===== src/rtl/key_input_conditioner_if.sv =====
// Key bundle between the board buttons, the conditioner and whatever consumes
// the conditioned key events.
interface key_input_conditioner_if #(
    parameter int NUM_KEYS = 4
);
    logic [NUM_KEYS-1:0] KEY;          // raw buttons, active-low
    logic [NUM_KEYS-1:0] key_down;     // debounced level, active-high
    logic [NUM_KEYS-1:0] key_press;    // one-cycle press event
    logic [NUM_KEYS-1:0] key_release;  // one-cycle release event
    logic [NUM_KEYS-1:0] key_repeat;   // one-cycle typematic event

    // Conditioner side: consumes raw pins, produces events.
    modport master (
        input  KEY,
        output key_down, key_press, key_release, key_repeat
    );

    // Consumer side: reads the conditioned events.
    modport slave (
        input  key_down, key_press, key_release, key_repeat
    );
endinterface


===== src/rtl/key_input_conditioner.sv =====
// Pushbutton conditioner: per-key 2-flop sync, debounce, press/release pulses
// and typematic auto-repeat. Every key is an independent channel instance.

module key_input_channel #(
    parameter int DEBOUNCE_CYCLES = 1_000_000,
    parameter int REPEAT_DELAY    = 25_000_000,
    parameter int REPEAT_RATE     = 5_000_000
) (
    input  logic CLOCK_50,
    input  logic resetn,
    input  logic key_n,
    output logic key_down,
    output logic key_press,
    output logic key_release,
    output logic key_repeat
);
    localparam int DB_W   = $clog2(DEBOUNCE_CYCLES + 1);
    localparam int RP_MAX = (REPEAT_DELAY > REPEAT_RATE) ? REPEAT_DELAY : REPEAT_RATE;
    localparam int RP_W   = $clog2(RP_MAX + 1);
    localparam bit RP_EN  = (REPEAT_DELAY > 0);

    localparam logic [DB_W-1:0] DB_LAST = DB_W'(DEBOUNCE_CYCLES - 1);
    localparam logic [RP_W-1:0] RP_DLY  = RP_W'(REPEAT_DELAY);
    localparam logic [RP_W-1:0] RP_RATE = RP_W'(REPEAT_RATE);
    localparam logic [RP_W-1:0] RP_ONE  = RP_W'(1);

    logic            sync1, sync2;
    logic            stable;     // debounced raw level (1 = released)
    logic [DB_W-1:0] db_cnt;
    logic [RP_W-1:0] rp_cnt;

    // Edge detection compares the already-flipped stable level against the
    // registered key_down, so the pulse lands with the new key_down value.
    logic press_nxt, release_nxt, rep_fire;
    assign press_nxt   = ~stable & ~key_down;
    assign release_nxt =  stable &  key_down;
    // A release on the same edge as an expiry suppresses the repeat.
    assign rep_fire    = RP_EN && key_down && !release_nxt && (rp_cnt == RP_ONE);

    // Two-flop synchronizer, idles at released.
    always_ff @(posedge CLOCK_50) begin
        if (!resetn) begin
            sync1 <= 1'b1;
            sync2 <= 1'b1;
        end else begin
            sync1 <= key_n;
            sync2 <= sync1;
        end
    end

    // Debounce: count consecutive differing samples, any agreement restarts.
    always_ff @(posedge CLOCK_50) begin
        if (!resetn) begin
            stable <= 1'b1;
            db_cnt <= '0;
        end else if (sync2 == stable) begin
            db_cnt <= '0;
        end else if (db_cnt == DB_LAST) begin
            stable <= sync2;
            db_cnt <= '0;
        end else begin
            db_cnt <= db_cnt + DB_W'(1);
        end
    end

    // Registered level and press/release event outputs.
    always_ff @(posedge CLOCK_50) begin
        if (!resetn) begin
            key_down    <= 1'b0;
            key_press   <= 1'b0;
            key_release <= 1'b0;
        end else begin
            key_down    <= ~stable;
            key_press   <= press_nxt;
            key_release <= release_nxt;
        end
    end

    // Typematic down-counter: delay after press, then fixed rate while held.
    always_ff @(posedge CLOCK_50) begin
        if (!resetn) begin
            rp_cnt     <= '0;
            key_repeat <= 1'b0;
        end else begin
            key_repeat <= rep_fire;
            if (!RP_EN)
                rp_cnt <= '0;
            else if (press_nxt)
                rp_cnt <= RP_DLY;
            else if (!key_down || release_nxt)
                rp_cnt <= '0;
            else if (rep_fire)
                rp_cnt <= RP_RATE;
            else if (rp_cnt != '0)
                rp_cnt <= rp_cnt - RP_ONE;
        end
    end
endmodule

module key_input_conditioner #(
    parameter int NUM_KEYS        = 4,
    parameter int DEBOUNCE_CYCLES = 1_000_000,
    parameter int REPEAT_DELAY    = 25_000_000,
    parameter int REPEAT_RATE     = 5_000_000
) (
    input  logic                      CLOCK_50,
    input  logic                      resetn,
    key_input_conditioner_if.master   bus
);
    logic [NUM_KEYS-1:0] down_v, press_v, release_v, repeat_v;

    for (genvar i = 0; i < NUM_KEYS; i++) begin : g_key
        key_input_channel #(
            .DEBOUNCE_CYCLES (DEBOUNCE_CYCLES),
            .REPEAT_DELAY    (REPEAT_DELAY),
            .REPEAT_RATE     (REPEAT_RATE)
        ) u_ch (
            .CLOCK_50    (CLOCK_50),
            .resetn      (resetn),
            .key_n       (bus.KEY[i]),
            .key_down    (down_v[i]),
            .key_press   (press_v[i]),
            .key_release (release_v[i]),
            .key_repeat  (repeat_v[i])
        );
    end

    assign bus.key_down    = down_v;
    assign bus.key_press   = press_v;
    assign bus.key_release = release_v;
    assign bus.key_repeat  = repeat_v;
endmodule


===== src/flat_wrapper.sv =====
// flat-port wrapper written by rule: the top's interface ports become plain ports
module key_input_conditioner_flat 
#(
    parameter int NUM_KEYS        = 4,
    parameter int DEBOUNCE_CYCLES = 1_000_000,
    parameter int REPEAT_DELAY    = 25_000_000,
    parameter int REPEAT_RATE     = 5_000_000
)
  (CLOCK_50, resetn, bus_KEY, bus_key_down, bus_key_press, bus_key_release, bus_key_repeat);
  key_input_conditioner_if #(.NUM_KEYS(NUM_KEYS)) bus_i ();
  input  logic CLOCK_50;
  input  logic resetn;
  input wire logic [$bits(bus_i.KEY)-1:0] bus_KEY;
  output wire logic [$bits(bus_i.key_down)-1:0] bus_key_down;
  output wire logic [$bits(bus_i.key_press)-1:0] bus_key_press;
  output wire logic [$bits(bus_i.key_release)-1:0] bus_key_release;
  output wire logic [$bits(bus_i.key_repeat)-1:0] bus_key_repeat;
  assign bus_i.KEY = bus_KEY;
  assign bus_key_down = bus_i.key_down;
  assign bus_key_press = bus_i.key_press;
  assign bus_key_release = bus_i.key_release;
  assign bus_key_repeat = bus_i.key_repeat;
  key_input_conditioner #(.NUM_KEYS(NUM_KEYS), .DEBOUNCE_CYCLES(DEBOUNCE_CYCLES), .REPEAT_DELAY(REPEAT_DELAY), .REPEAT_RATE(REPEAT_RATE)) u_core (.CLOCK_50(CLOCK_50), .resetn(resetn), .bus(bus_i));
endmodule

===== config.mk =====
export PLATFORM = sky130hd
export DESIGN_NAME = key_input_conditioner_flat
export DESIGN_NICKNAME = d
export VERILOG_FILES = /design/src/rtl/key_input_conditioner_if.sv /design/src/rtl/key_input_conditioner.sv /design/src/flat_wrapper.sv
export SDC_FILE = /design/constraint.sdc
export NUM_CORES = 1
export LEC_CHECK = 0
export ABC_AREA = 1
export CAP_MARGIN = 10
export CORE_MARGIN = 2
export CORE_UTILIZATION = 65
export DETAILED_ROUTE_END_ITERATION = 8
export PLACE_DENSITY = 0.92
export SETUP_SLACK_MARGIN = 0.1
export SKIP_LAST_GASP = 1
export SLEW_MARGIN = 5
export SYNTH_ARGS = -nofsm -noshare
export SYNTH_HDL_FRONTEND = slang
export SYNTH_SLANG_ARGS = --single-unit

===== constraint.sdc =====
create_clock -name CLOCK_50 -period 5.2 [get_ports CLOCK_50]
set_clock_uncertainty 0.15 [all_clocks]
set_input_delay 1.3 -clock CLOCK_50 [delete_from_list [all_inputs] [get_ports CLOCK_50]]
set_output_delay 1.3 -clock CLOCK_50 [all_outputs]
set_load 0.02 [all_outputs]

==> metrics.txt <==
Yosys reg bits 208; top-level port count 22; async set or reset register ratio after synthesis 0; Synth area leaders dfxtp_1, nand2_1, nor2_1; DP Worst Slack 1.90 ns; H-tree depth 1; worst skew pair latency 0.52 ns; post-CTS setup buffer count 0; clock root cell clkbuf_16; clk buf depth 3; die height 136 um; total gr overflow 0; Setup crit end kind output pin; IO buf count 21; via/cell ratio 5.51; pin count of the biggest net entering global routing 24; FP Rows 48; Seq/Total Area, Yosys 0.367; dpl hpwl 18100 um; DRC 0; hold buffers post-CTS 0; Num CTS Buffers 23; RD Place Congestion 0.920; syn nets 1675; GRT Overall Usage 0.276; Slew Limit Headroom 0.621; post-CTS resize count 0; Synth area leader dfxtp_1; critical path's top delay family buffers and inverters; Worst Path Required 3.75 ns; antenna-violating nets left 0; clock-pin slew on the worst setup and hold paths 0.06 ns; Min Hold Slack 0.254 ns; total negative slack 0 ns; filler cell count 1348; CP Data Arrival Time 1.49 ns; RSZ-0062 raised after global routing no; Chip Width 136 um; slowest stage cell, crit path clkdlybuf4s50_1; CTS tree built; status finished clean; first-pass GRT wire length 43200 um; synth cell count leaders nand2_1, nor2_1, dfxtp_1, inv_1, nand3_1; critical path, cell by cell clkdlybuf4s50_1; HP Class register to register; critical path startpoint category register; f_max 340 MHz; setup violators final 0; pwr/cell area 273 nW/um2; layout cell share with drive strength beyond 1 0.108; Netlist Area Pre-Place 11300 um2; gate count of the mapped netlist 1654; Final Hold Fails 0; final worst path period share 0.566; Die ar. 18500 um2; core area 17200 um2; Starting Density 0.660; initial antenna violation count 0; final core utilization 0.726; CTS sink cnt 208; Final min period 2.94 ns; final net count 1689; Pre-Repair DR Iteration Count 8; vias 10500; Leakage 5.34 nW; Buf+Inv Stages, Crit Path 1; Worst path max stage delay 0.62 ns; Synth cell types 42; Syn Area/Cell 6.86 um2; WL final 25300 um; worst-path fanout max 3; number of synthesized flops with an enable pin 0; max-cap violation count 0; WS Path Type register to output pin; count leader, synth nand2_1; PnR worst setup slack 2.26 ns; Area Overhead vs Synth 9.95%; number of global-route vias before repair 9911; ant diodes 0; synth warn 0; DR iter-0 viols 782; Pins Over Slew Limit 0; ys flop type dfxtp_1; Wirelength per Cell 13.3 um; maximum vdd ir drop 0.000268 V; Slew @ Worst Pin 0.567 ns; Yosys top cell area share 0.367
[registers in the layout (all words and copies together), names as in the netlist]
register                       cells
u_core.g_key.u_ch.sync1            4
u_core.g_key.u_ch.key_repeat       4
u_core.g_key.u_ch.rp_cnt         100
u_core.g_key.u_ch.stable           4
u_core.g_key.u_ch.key_press        4
u_core.g_key.u_ch.key_down         4
u_core.g_key.u_ch.db_cnt          80
u_core.g_key.u_ch.key_release      4
u_core.g_key.u_ch.sync2            4
[worst paths after layout]
kind	start	end	slack, ns	cells after the start
setup / recovery	u_core.g_key[2].u_ch.key_down$_SDFF_PN0_	bus_key_down[2]	2.26	1
hold / removal	u_core.g_key[0].u_ch.sync1$_SDFF_PN1_	u_core.g_key[0].u_ch.sync2$_SDFF_PN1_	0.25	1
setup reg to reg	u_core.g_key[3].u_ch.db_cnt[0]$_SDFF_PP0_	u_core.g_key[3].u_ch.db_cnt[11]$_SDFF_PP0_	3.08	10
hold reg to reg	u_core.g_key[0].u_ch.sync1$_SDFF_PN1_	u_core.g_key[0].u_ch.sync2$_SDFF_PN1_	0.25	1
[layout make-up]
class | count | area (um2) | area share
flip-flops and latches | 208 | 4160 | 0.334
clock buffers | 31 | 676 | 0.0542
multi-input cells | 1203 | 6170 | 0.494
well taps | 225 | 282 | 0.0226
repair buffers | 25 | 240 | 0.0193
clock inverters | 11 | 165 | 0.0132
inverters | 207 | 777 | 0.0623
[where the power goes]
part	leakage, nW	internal, mW	switching [mW]
registers	1.68	1.60	0.00230
logic	3.25	0.00960	0.0198
clock network	0.416	1.11	0.660
total	5.34	2.72	0.682
[stage by stage]
stage	total power, mW	instances	instance area [um2]
after CTS	3.42	1910	12500
final	3.40	1910	12500
after floorplan	1.65	1654	11300
after global routing	3.48	1910	12500
after global placement	1.66	1868	11600
after detailed placement	1.66	1868	11600
[placed cells by master, fill, tap and decap left out, types with 2 or more instances in the layout]
master           count
xor2_1              38
ha_1                15
nand3_1             94
o21ai_0             27
clkbuf_8             7
clkbuf_16           23
nand3_2             12
nand3b_1            11
clkdlybuf4s50_1     21
clkinv_2             4
nor3_2               4
inv_1              197
nor4_1               4
bufinv_16            4
nor3_4               2
a31oi_1              8
nand2_1            322
o211ai_1             4
nor2_1             284
a21oi_1             87
nand2_4              2
nand2_2             23
or3_1                4
dfxtp_1            208
nor2_2              46
nor3_1              65
o21ai_1              2
o21bai_1             6
and2_1               7
inv_2               10
nor3b_1              7
xnor2_1             28
buf_4                4
nor2_4              16
a211oi_1             6
or2_2               19
nand4_1             55
[cells by family after synthesis]
group | synth area share
AND/OR/NAND/NOR | 0.408
buffers and inverters | 0.0891
flip-flops | 0.367
XOR/XNOR | 0.0510
AO/OA/AOI/OAI | 0.0681
adder cells (fa/ha/maj) | 0.0165
[layer usage]
layer,vias up,wire length [um],global-route usage
met1,4805,11000,0.350
met3,69,1500,0.0373
met2,330,12200,0.474
li1,5312,-,-
met5,-,0,0
met4,0,719,0.109
Power figures use the tool's default switching activity.
